### config.mk
export PLATFORM = sky130hd
export DESIGN_NAME = serial_adder_ctrl
export DESIGN_NICKNAME = d
export VERILOG_FILES = /design/src/rtl/serial_adder_pkg.sv /design/src/rtl/half_adder.sv /design/src/rtl/serial_bit_cell.sv /design/src/rtl/serial_adder_ctrl.sv
export SDC_FILE = /design/constraint.sdc
export NUM_CORES = 1
export LEC_CHECK = 0
export BUFFER_PORTS_ARGS = -buffer_cell sky130_fd_sc_hd__buf_4
export CORE_UTILIZATION = 45
export DETAILED_ROUTE_END_ITERATION = 12
export GPL_TIMING_DRIVEN = 0
export HOLD_SLACK_MARGIN = 0.1
export PLACE_DENSITY_LB_ADDON = 0.05
export SLEW_MARGIN = 20
export SYNTH_ARGS = -nofsm -noshare
export SYNTH_HDL_FRONTEND = slang
export SYNTH_HIERARCHICAL = 1
export SYNTH_SLANG_ARGS = --single-unit
### constraint.sdc
create_clock -name clk -period 3.7 [get_ports clk]
set_input_delay 0 -clock clk [delete_from_list [all_inputs] [get_ports clk]]
set_output_delay 0 -clock clk [all_outputs]
set_load 0.1 [all_outputs]
### src/rtl/serial_adder_pkg.sv
// -----------------------------------------------------------------------------
// serial_adder_pkg
// Shared definitions for the bit-serial adder controller.
//   state_t       : controller FSM encoding (IDLE, RUN, DONE)
//   DEFAULT_WIDTH : default operand/result width in bits
// -----------------------------------------------------------------------------
package serial_adder_pkg;

  typedef enum logic [1:0] {
    IDLE = 2'd0,
    RUN  = 2'd1,
    DONE = 2'd2
  } state_t;

  localparam int DEFAULT_WIDTH = 8;

endpackage : serial_adder_pkg

### src/rtl/half_adder.sv
// -----------------------------------------------------------------------------
// half_adder
// One-bit half adder, purely combinational.
// Ports:
//   a, b : input bits
//   s    : sum bit   (a ^ b)
//   c    : carry bit (a & b)
// -----------------------------------------------------------------------------
module half_adder (
  input  logic a,
  input  logic b,
  output logic s,
  output logic c
);

  assign s = a ^ b;
  assign c = a & b;

endmodule : half_adder

### src/rtl/serial_bit_cell.sv
// -----------------------------------------------------------------------------
// serial_bit_cell
// Full-adder bit cell built from two half adders; purely combinational.
// The carry state is held by the caller, not inside this cell.
// Ports:
//   a, b : operand bits
//   cin  : carry in (from the caller's carry flop)
//   s    : sum bit
//   cout : carry out (c1 | c2; both can never be 1 at once)
// -----------------------------------------------------------------------------
module serial_bit_cell (
  input  logic a,
  input  logic b,
  input  logic cin,
  output logic s,
  output logic cout
);

  logic s1;
  logic c1;
  logic c2;

  half_adder u_ha1 (
    .a (a),
    .b (b),
    .s (s1),
    .c (c1)
  );

  half_adder u_ha2 (
    .a (s1),
    .b (cin),
    .s (s),
    .c (c2)
  );

  assign cout = c1 | c2;

endmodule : serial_bit_cell

### src/rtl/serial_adder_ctrl.sv
// -----------------------------------------------------------------------------
// serial_adder_ctrl
// Bit-serial adder controller: adds two WIDTH-bit operands one bit per cycle
// through a single serial_bit_cell, with a start/busy/done handshake.
// Timeline: start accepted at edge T0, RUN occupies cycles T1..T(WIDTH),
// done pulses in cycle T(WIDTH+1), IDLE again afterwards.
//
// Parameters:
//   WIDTH : operand/result width, 2..32
// Ports:
//   clk   : rising-edge clock
//   rst   : synchronous active-high reset
//   start : request, accepted only while idle (busy=0)
//   A, B  : operands, sampled on accepted start
//   sub   : (only with SERIAL_ADDER_SUB_EN) 1 = compute A-B, sampled with A/B
//   busy  : high in RUN and DONE
//   done  : one-cycle pulse, sum/carry valid from this cycle on
//   sum   : result, holds until the next done
//   carry : carry-out of bit WIDTH-1 (for subtract: 1 = no borrow)
//
// Optional feature macro: SERIAL_ADDER_SUB_EN (adds the sub port and the
// subtract path: B inverted and carry preset to 1).
// -----------------------------------------------------------------------------
module serial_adder_ctrl
  import serial_adder_pkg::*;
#(
  parameter int WIDTH = DEFAULT_WIDTH
) (
  input  logic             clk,
  input  logic             rst,
  input  logic             start,
  input  logic [WIDTH-1:0] A,
  input  logic [WIDTH-1:0] B,
`ifdef SERIAL_ADDER_SUB_EN
  input  logic             sub,
`endif
  output logic             busy,
  output logic             done,
  output logic [WIDTH-1:0] sum,
  output logic             carry
);

  localparam int CW = $clog2(WIDTH);
  localparam logic [CW-1:0] LAST_BIT = CW'(WIDTH - 1);

  state_t           state;
  state_t           next_state;
  logic [CW-1:0]    bit_cnt;
  logic [WIDTH-1:0] a_sr;
  logic [WIDTH-1:0] b_sr;
  logic [WIDTH-1:0] res_sr;
  logic             carry_q;

  logic             cell_s;
  logic             cell_cout;
  logic [WIDTH-1:0] res_next;

  serial_bit_cell u_bit_cell (
    .a    (a_sr[0]),
    .b    (b_sr[0]),
    .cin  (carry_q),
    .s    (cell_s),
    .cout (cell_cout)
  );

  // Result register after this cycle's bit enters at the MSB; after WIDTH
  // shifts bit 0 of the operands has arrived at bit 0 of the result.
  assign res_next = {cell_s, res_sr[WIDTH-1:1]};

  // NOTE: every output of this block gets a default first so no path leaves
  // a signal unassigned, which would otherwise infer a latch.
  always_comb begin
    next_state = state;
    busy       = 1'b0;
    done       = 1'b0;
    case (state)
      IDLE: begin
        if (start) next_state = RUN;
      end
      RUN: begin
        busy = 1'b1;
        if (bit_cnt == LAST_BIT) next_state = DONE;
      end
      DONE: begin
        busy       = 1'b1;
        done       = 1'b1;
        next_state = IDLE;
      end
      default: next_state = IDLE;
    endcase
  end

  // NOTE: sequential state uses non-blocking assignments so every flop samples
  // the pre-edge values regardless of statement order.
  always_ff @(posedge clk) begin
    if (rst) begin
      state   <= IDLE;
      bit_cnt <= '0;
      a_sr    <= '0;
      b_sr    <= '0;
      res_sr  <= '0;
      carry_q <= 1'b0;
      sum     <= '0;
      carry   <= 1'b0;
    end else begin
      state <= next_state;
      case (state)
        IDLE: begin
          if (start) begin
            a_sr    <= A;
            res_sr  <= '0;
            bit_cnt <= '0;
`ifdef SERIAL_ADDER_SUB_EN
            // A - B = A + ~B + 1: invert B and preset the carry.
            b_sr    <= sub ? ~B : B;
            carry_q <= sub;
`else
            b_sr    <= B;
            carry_q <= 1'b0;
`endif
          end
        end
        RUN: begin
          a_sr    <= {1'b0, a_sr[WIDTH-1:1]};
          b_sr    <= {1'b0, b_sr[WIDTH-1:1]};
          res_sr  <= res_next;
          carry_q <= cell_cout;
          if (bit_cnt == LAST_BIT) begin
            // Publish on the edge entering DONE so sum/carry are already
            // valid while done is high.
            sum   <= res_next;
            carry <= cell_cout;
          end else begin
            bit_cnt <= bit_cnt + CW'(1);
          end
        end
        default: ;
      endcase
    end
  end

endmodule : serial_adder_ctrl

* Word level (Yosys, flattened, before mapping)
Cells that the tools add are included.
** Operators by class
- Add/subtract/negate cells :: 1
- Eq/ne operators :: 6
- Mux-type cells :: 16
- Bitwise gates (word level) :: 5
- Reduce and logical (&&, ||, !) cells :: 7
** Operators with widths (number)
- $pmux W8 S2 :: 3
- $mux W8 :: 3
- $mux W3 :: 2
- $ne A2 B2 Y1 const B :: 3
- $pmux W3 S2 :: 1
- $reduce_and A2 Y1 :: 3
- $mux W2 :: 2
- $pmux W2 S2 :: 1
- $add A3 B1 Y3 const B :: 1
- $eq A3 B3 Y1 const B :: 1
- $mux W1 :: 3
- $reduce_and A3 Y1 :: 1
- $and A1 B1 Y1 :: 2
- $eq A2 B1 Y1 const B :: 1
- $eq A2 B2 Y1 const B :: 1
- $logic_not A2 Y1 :: 1
- $pmux W1 S2 :: 1
- $reduce_bool A2 Y1 :: 1
- $reduce_or A2 Y1 :: 1
- $xor A1 B1 Y1 :: 2
- $or A1 B1 Y1 :: 1
** Storage, ports and cells
- Bits in registers :: 39
- Bits of input ports :: 19
- Output and inout bits :: 11
- Logic and storage cells :: 43

* Depth between registers and ports, before layout
Gate-level depths: netlist (run 1).
- Word-level depth :: 4
- Gate-level depth with buffers :: 6
- Gate-level depth less buffers :: 5

* Hierarchy
Netlist (run 1), hierarchy kept.
** By module, submodules not included
- serial_adder_ctrl :: instances 1, cells an instance 181, area an instance 1660.3 um^2, seq. area each 760.7 um^2
- half_adder :: instances 2, cells an instance 1, area an instance 12.5 um^2, seq. area each 0.0 um^2
- serial_bit_cell :: instances 1, cells an instance 1, area an instance 6.3 um^2, seq. area each 0.0 um^2

* Worst setup path before layout (run 1)
OpenSTA, ideal clock, no wires.
- Path type :: reg2reg
- From :: register bit_cnt[0]
- To :: register bit_cnt[1]
- Setup time :: 0.134 ns
- Arrival time :: 1.441 ns
- Data required time :: 3.566 ns
- Setup slack :: 2.124 ns
- Cell stages (with the launch flop) :: 7
- Buffers on the path :: 1
- Clock period less this slack :: 1.576 ns
- Cell sequence :: dfxtp_1 ha_1 ha_1 and2_1 clkbuf_1 o311ai_0 o31ai_1
** Between the ends
- Longest elaborated chain between the ends :: 3
- Elaborated cells on any way between the ends :: 6
- Those cells by class :: add/sub: 1; eq/ne: 2; mux: 2; reduce/logical: 1
** RTL lines
- from (decl) :: RTL line serial_adder_ctrl.sv:48 : logic [CW-1:0] bit_cnt;
- from (signal assigned) :: RTL line serial_adder_ctrl.sv:134 : bit_cnt <= bit_cnt + CW'(1);
- $add A3 B1 Y3 / $eq A3 B3 Y1 (equally long branches) :: RTL line serial_adder_ctrl.sv:134, serial_adder_ctrl.sv:128
- $mux W3 / $ne A2 B2 Y1 (equally long branches)
- $pmux W3 S2 / $reduce_and A3 Y1 (equally long branches)
Several ways; a longest one is shown, not always the timed one. The select of a mux whose other input is x is not followed.
A chain may end at the register's enable or synchronous reset.

* Worst setup path after layout (run 1)
Same ends and word-level chain as after synthesis.

==> results of run 1 <==
## routing by layer
layer  up-vias  track usage [%]
li1        738                -
met1       676             23.1
met2        25             35.8
met3         5             5.43
met4         0             5.11
met5         -                0
## placed cells by master (no fill, tap or decap), types with 3 or more instances in the layout
cell           synthesis  routed
o311ai_0               3       3
mux2i_1               14      14
nand2_1               29      29
dlygate4sd3_1          0      14
a21oi_1               19      19
nand3_1                9       9
buf_4                  1      29
clkbuf_1               3       3
inv_1                  3       3
dfxtp_1               38      38
a211oi_1              14      14
clkbuf_8               0       5
ha_1                   9       9
nor2_1                18      18
## through the flow
step                power (uW)  instance area (um2)
floorplan                  614                 1690
global placement           656                 1960
detailed placement         665                 1960
CTS                       1100                 2240
global route              1140                 2240
finish                    1090                 2240
## kinds of logic (layout without fill, tap and decap cells)
kind of cell,after synthesis,after routing,synth area share [%]
simple gates,64,64,17.2
mux,16,16,9.98
compound gates,43,43,16.2
fa+ha+maj,9,9,6.66
buf+inv,14,64,5.03
flops,38,38,45.0
## state kept, by name, indices dropped and copies added, names as in the netlist
name and flops:
carry 1, a_sr 8, bit_cnt 3, carry_q 1
res_sr 7, b_sr 8, sum 8, state 2
## critical path, delay by kind of cell, from the launching register on
family	cells	cell delay, ns
AOI/OAI and AO/OA	2	0.52
adders and majority gates	2	0.43
buffers and inverters	1	0.23
DFF	1	0.34
and+or+nand+nor	1	0.19
## cell usage after synthesis, types with 3 or more instances
cell type / n / area (um2)
ha_1: 9 / 113
mux2i_1: 14 / 140
clkbuf_1: 3 / 11.3
nand3_1: 9 / 45.0
nor2_1: 18 / 67.6
inv_1: 3 / 11.3
dfxtp_1: 38 / 761
o311ai_0: 3 / 26.3
a21oi_1: 19 / 95.1
nand2_1: 29 / 109
a211oi_1: 14 / 105
## what timing repair did
action                                 in CTS  in global routing
hold buffers                               14                  0
setup buffers                               0                  0
endpoints found under the hold margin      14                  0
## layout make-up
class / count / area, um2
fillers: 312 / 1230
multi-input cells: 132 / 846
flip-flops and latches: 38 / 761
repair buffers: 42 / 350
plain buffers: 11 / 73.8
clock buffers: 5 / 68.8
clock inverters: 3 / 68.8
well taps: 46 / 57.6
inverters: 3 / 11.3
## how the worst max path moves through the flow
stage                       to  slack (ns)       start
floorplan           bit_cnt[1]        2.12  bit_cnt[0]
global placement    bit_cnt[1]        1.95  bit_cnt[0]
detailed placement  bit_cnt[1]        1.87  bit_cnt[0]
CTS                 bit_cnt[1]        1.85  bit_cnt[0]
global route        bit_cnt[1]        1.75  bit_cnt[0]
finish              bit_cnt[1]        1.86  bit_cnt[0]
## power breakdown
part	internal (uW)	switching, uW	total, uW
Combinational	99.2	118	217
Sequential	437	15.2	452
Clock	270	150	420
==> results.ini, run 1 <==
[placed_design]
gpl.final_weighted_congestion=0.754
hpwlAfterDp_um=2610
dp.cells=258
io_buffer_count=28
dpl_worst_slack_ns=1.87

[timing]
maxSlewHeadroom_pct=62.5
hold_violations=0
worst_setup_skew_after_layout_ns=0.00429
final.setup.tns_ns=0
final_min_period_over_clock_period_pct=49.6
timing.final.crit_period_ns=1.84
finalMaxSlewViolations=0
timing_worst_slew_pin_value_ns=0.551
final.hold.worst_slack_ns=0.110
rsz_0062_raised_after_global_routing=no
setup_violations=0
worst_slack_ns=1.86
clock.fmax_ghz=0.545

[pwr]
worst_ir_drop_on_vdd_v=0.000431
power.static_leakage_uw=0.000900
power_per_cell_area_nw_per_um2=487

[synthesis]
ys_warn_count=6
ys_seq_elements=38
netlist_area_um2=1690
synth-async-reset-ratio_pct=0
netlist_instances=184
synth.yosys.seq_area_share_pct=45.0
dominantRegCellSynth=dfxtp_1
synth_nets=212
synth_enable_flop_cells=0
synth.avg_cell_area_um2=9.19
post_synth_num_cell_types=30

[cts]
cts_tree=done
post_cts_resized=0
cts_inserted_buffers=5
cts-htree-levels=2
cts.sinks=38
cts.reportedPaths.clkPinSlew_ns=0.08
clk_latency_ns=0.29
clockBufferDepth=2
clk_root_buffer_cell=clkbuf_8

[detailed_routing]
post_route_antenna_net_violation_count=0
detail_route.drc_violations=0
route.layer.met1.wl_um=1660
route.met3.wl_um=104
first_pass_iters=4
wl_met2_um=1820
routed_via_density=5.16
routed.top_layer=met4
avgRoutedWirePerCell_um=12.9
vias=1444
drt-initial-drc-count=57
wl_um=3620

[min_path]
min_path_cells=3
min_to=a_sr[4]
min-delay-path-class=in2reg
timing.hold.worst.start=A[4]

[floorplanning]
top_level_ports=30
coreArea_um2=3470
die_h_um=63.3
die_w_um=63.3
die_area_um2=4010
floorplan.rows=21
initial_core_util_pct=48.8

[global_route]
grt_usage_pct=19.9
pin_count_of_the_biggest_net_entering_global_routing=14
globalRouteOverflowTotal=0
grt_antenna_before_repair=0
grt_first_pass_wirelength_um=6250
grt_pass1_vias=1419

[worst_setup_path]
chain_of_cells_forming_the_critical_path=ha_1 > ha_1 > and2_1 > clkbuf_1 > o311ai_0 > o31ai_1
worst_path_largest_cell_delay_ns=0.39
timing.critical_path.required_ns=3.86
worst_reg_to_reg_cells=6
reg_to_reg_endpoint=bit_cnt[1]
worst-endpoint-arrival_ns=1.99
endpoint_kind=register
critical_path_top_delay_cell=o311ai_0
timing.critical_path.fanout_max=10
regToRegStartpoint=bit_cnt[0]
start_to_end_type_of_the_worst_setup_path=reg2reg
regToRegSetupSlack_ns=1.86
worstSetupStartpointType=register
path_common_cell=ha_1

[layout]
finalCoreUtilization_pct=64.5
antenna-diode-count=0
syn_to_final_growth_pct=32.2
drive_gt1_share_pct=20.1
nets=261
final-instance-count-excl-fill=280

[run_status]
outcome=completed

[run]
drv_cap=0

(Power assumes the default switching activity.)
==> run 2, diff against run 1 <==
==> constraint.sdc (replaced) <==
create_clock -name clk -period 1.6 [get_ports clk]
set_input_delay 0 -clock clk [delete_from_list [all_inputs] [get_ports clk]]
set_output_delay 0 -clock clk [all_outputs]
set_load 0.1 [all_outputs]
==> results.ini, run 2 (synthesis results as in run 1) <==
[run_status]
outcome=completed

[timing]
timing_worst_slew_pin_value_ns=0.580
setup_violations=0
timing.final.crit_period_ns=1.57
final_min_period_over_clock_period_pct=97.8
worst_setup_skew_after_layout_ns=0.00353
maxSlewHeadroom_pct=61.3
finalMaxSlewViolations=0
final.setup.tns_ns=0
hold_violations=0
clock.fmax_ghz=0.639

[placed_design]
dp.cells=258
hpwlAfterDp_um=2610
placed_area_um2=1960
io_buffer_count=28
gpl.final_weighted_congestion=0.754

[pwr]
power.share.clock_pct=37.4
power_report.internal_total_uw=1910
power.share.switching_pct=26.5
power.static_leakage_uw=0.000927
switching_power_uw=688
combinationalPowerShare_pct=22.2
worst_ir_drop_on_vdd_v=0.000995
power_per_cell_area_nw_per_um2=1100
seq_power_share_pct=40.4

[worst_setup_path]
worst_reg_to_reg_cells=6
timing.critical_path.required_ns=1.75
endpoint_kind=register
start_to_end_type_of_the_worst_setup_path=reg2reg
timing.critical_path.fanout_max=10
worst-endpoint-arrival_ns=1.71
worstSetupStartpointType=register

[global_route]
grt_antenna_before_repair=0
globalRouteOverflowTotal=0
grt_first_pass_wirelength_um=6390
grt_usage_pct=20.3
grt_pass1_vias=1444
pin_count_of_the_biggest_net_entering_global_routing=14

[cts]
cts.reportedPaths.clkPinSlew_ns=0.08
clk_root_buffer_cell=clkbuf_8
cts.sinks=38
clockBufferDepth=2
cts_tree=done
cts_inserted_buffers=5
clk_latency_ns=0.28
cts-htree-levels=2

[run]
drv_cap=0

[detailed_routing]
post_route_antenna_net_violation_count=0
avgRoutedWirePerCell_um=13.6
vias=1471
first_pass_iters=4
detail_route.drc_violations=0
drt-initial-drc-count=48
routed_via_density=5.22
wl_um=3850

[floorplanning]
top_level_ports=30
initial_core_util_pct=48.8
die_w_um=63.3
die_h_um=63.3
coreArea_um2=3470
die_area_um2=4010
floorplan.rows=21

[layout]
post-route-cell-area_um2=2370
layout_commonest_cell=dfxtp_1
syn_to_final_growth_pct=40.0
antenna-diode-count=0
drive_gt1_share_pct=28.8
final-instance-count-excl-fill=282
mostFrequentLayoutCells=dfxtp_1 (35), buf_4 (32), nand2_1 (29)
largest_registers=a_sr (8), b_sr (8), sum (8)
nets=263

[min_path]
min_path_cells=3
min-delay-path-class=in2reg

run 2: cell types whose count changed in the layout (fill, tap and decap cells not counted), sizes merged:
cell  previous run  this run
buf             36        38
run 2: worst paths after layout:
path,from,end,slack [ns]
max reg2reg,state[0],a_sr[2],0.03
min,A[4],a_sr[4],0.12
min reg2reg,sum[6],sum[6],0.46
max,state[0],a_sr[2],0.03
run 2: area by class of cell:
class / instances / area, um2
Buffer: 11 / 92.6
Clock buffer: 5 / 68.8
Clock inverter: 3 / 68.8
Fill cell: 295 / 1100
Inverter: 3 / 13.8
Multi-Input combinational cell: 132 / 937
Sequential cell: 38 / 764
Tap cell: 46 / 57.6
Timing Repair Buffer: 44 / 365
run 2: routing by layer:
layer	vias up	track usage, %	routed length, um
met1	689	23.6	1670
met4	0	5.11	38
met5	-	0	0
met2	28	36.4	2000
li1	749	-	-
met3	5	5.43	135
run 2: timing repair:
item                                   CTS  global route
hold buffers                            14             0
setup endpoints to repair               36            22
pin swaps                                0             0
setup buffers                            0             2
resized for setup                       16            16
endpoints found under the hold margin   14             0
run 2: worst max-delay path, stage by stage, from the launching register on:
cell and delay (ns):
dfxtp_2 0.35, inv_2 0.11, ha_4 0.20, mux2_4 0.37, buf_8 0.15, nor2_1 0.16, a211oi_2 0.08
run 2: stage by stage:
step           worst slack, ns  power (uW)  hold WS, ns  utilization, %
6_report                0.0350        2600        0.124            68.3
4_1_cts                 0.0190        2570        0.102            66.1
5_1_grt                -0.0228        2720        0.133            68.3
2_1_floorplan           0.0242        1420        0.148               -
3_3_place_gp            -0.155        1520        0.250            56.5
3_5_place_dp            -0.231        1540        0.250            56.5
run 2: power groups by stage:
stage | logic (uW) | registers (uW) | clock network [uW]
floorplan | 363 | 1060 | 0
global placement | 454 | 1060 | 0
detailed placement | 471 | 1070 | 0
CTS | 524 | 1050 | 996
global route | 625 | 1060 | 1040
finish | 577 | 1050 | 970
==> run 3, diff against run 2 <==
--- a/config.mk
+++ b/config.mk
@@ -11,6 +11,7 @@
 export GPL_TIMING_DRIVEN = 0
 export HOLD_SLACK_MARGIN = 0.1
 export PLACE_DENSITY_LB_ADDON = 0.05
+export SETUP_SLACK_MARGIN = 0.15
 export SLEW_MARGIN = 20
 export SYNTH_ARGS = -nofsm -noshare
 export SYNTH_HDL_FRONTEND = slang
==> results.ini, run 3 (synthesis results as in run 1) <==
[pwr]
power.share.clock_pct=30.7
power.static_leakage_uw=0.00102
p_total_uw=2690
seq_power_share_pct=40.0
power_report.internal_total_uw=1880
worst_ir_drop_on_vdd_v=0.000661
switching_power_uw=812
power.share.switching_pct=30.2
power_per_cell_area_nw_per_um2=1010
combinationalPowerShare_pct=29.3

[cts]
cts_tree=done
clk_latency_ns=0.29
cts_inserted_buffers=5
cts-htree-levels=2
cts.sinks=38
clockBufferDepth=2
cts.reportedPaths.clkPinSlew_ns=0.08
clk_root_buffer_cell=clkbuf_8

[placed_design]
hpwlAfterDp_um=2460
placed_area_um2=1970
gpl.final_weighted_congestion=0.721
io_buffer_count=28

[detailed_routing]
first_pass_iters=4
detail_route.drc_violations=0
avgRoutedWirePerCell_um=15.6
vias=1603
post_route_antenna_net_violation_count=0
drt-initial-drc-count=46
wl_um=4600
routed_via_density=5.43

[timing]
worst_setup_skew_after_layout_ns=0.00275
final_min_period_over_clock_period_pct=94.9
clock.fmax_ghz=0.659
rsz_0062_raised_after_global_routing=yes
hold_violations=0
timing_worst_slew_pin_value_ns=0.632
finalMaxSlewViolations=0
timing.final.crit_period_ns=1.52
setup_violations=0
maxSlewHeadroom_pct=57.9

[worst_setup_path]
endpoint_kind=register
chain_of_cells_forming_the_critical_path=inv_4 > ha_4 > buf_4 > mux2i_2 > nand2_1 > a21oi_1
start_to_end_type_of_the_worst_setup_path=reg2reg
critical_path_top_delay_cell=mux2i_2
timing.critical_path.fanout_max=6
timing.critical_path.required_ns=1.82
worst_path_largest_cell_delay_ns=0.39
worstPathBufferInverterCount=2
kind_of_cell_with_the_highest_combined_delay_on_the_critical_path=multiplexers
worstSetupStartpointType=register
worst-endpoint-arrival_ns=1.74

[global_route]
pin_count_of_the_biggest_net_entering_global_routing=14
grt_first_pass_wirelength_um=6780
grt_pass1_vias=1523
grt_antenna_before_repair=0
grt_usage_pct=22.1
globalRouteOverflowTotal=0

[run_status]
outcome=completed

[layout]
nets=276
n_fill_cell=253
layout_commonest_cell=buf_4
mostFrequentLayoutCells=buf_4 (38), dfxtp_1 (34), nand2_1 (29)
antenna-diode-count=0
post-route-cell-area_um2=2670
syn_to_final_growth_pct=57.8
drive_gt1_share_pct=40.6
layout.area.seq_um2=768
largest_registers=a_sr (8), b_sr (8), sum (8)
multiInputGateArea_um2=1090

[floorplanning]
initial_core_util_pct=48.8
floorplan.rows=21
top_level_ports=30
die_h_um=63.3
die_w_um=63.3
coreArea_um2=3470
die_area_um2=4010

[run]
drv_cap=0

[min_path]
min-delay-path-class=in2reg

## run 3: metal layers
layer / track usage, % / up-vias / routed length [um]
met1: 24.2 / 765 / 1890
met3: 7.07 / 10 / 202
met4: 10.2 / 0 / 100
met5: 0 / - / 0
li1: - / 779 / -
met2: 38.4 / 49 / 2400
## run 3: tightest hold or removal path: stages
cell and delay, ns:
buf_4 0.07, mux2i_1 0.08, a211oi_2 0.21
## run 3: worst paths after layout
path	from	to	slack, ns	cells past startpoint
max	state[0]	res_sr[5]	0.08	6
min	B[4]	b_sr[4]	0.11	3
max reg2reg	state[0]	res_sr[5]	0.08	6
min reg2reg	sum[5]	sum[5]	0.46	2
## run 3: layout make-up
| cell class | instances | area share [%] |
|---|---|---|
| clock buffer | 5 | 2.58 |
| buffer | 11 | 4.31 |
| clock inverter | 3 | 1.69 |
| multi-input combinational | 133 | 40.7 |
| sequential | 38 | 28.8 |
| timing repair buffer | 56 | 19.2 |
| tap | 46 | 2.16 |
| inverter | 3 | 0.609 |
## run 3: power by group through the flow
| stage | logic, uW | clock network (uW) | registers (uW) |
|---|---|---|---|
| global route | 835 | 891 | 1080 |
| finish | 789 | 827 | 1080 |
| detailed placement | 468 | 0 | 1070 |
| floorplan | 366 | 0 | 1060 |
| CTS | 587 | 829 | 1050 |
| global placement | 457 | 0 | 1060 |
## run 3: timing repair
action                     CTS  global route
hold buffers                14             0
gates cloned                 0             4
setup endpoints to repair   28            25
pin swaps                    5             3
setup buffers                8             3
hold endpoints to repair    14             0
resized for setup           34            32
## run 3: through the flow
stage / setup WS [ns] / hold WS (ns) / cells / utilization, % / setup TNS, ns
global placement: 0.0338 / 0.248 / 258 / 56.7 / 0
floorplan: 0.153 / 0.148 / 184 / - / 0
finish: 0.0823 / 0.113 / 295 / 77.0 / 0
CTS: 0.134 / 0.108 / 288 / 70.0 / 0
detailed placement: -0.0492 / 0.244 / 258 / 56.7 / -0.283
global route: 0.0313 / 0.109 / 295 / 77.0 / 0
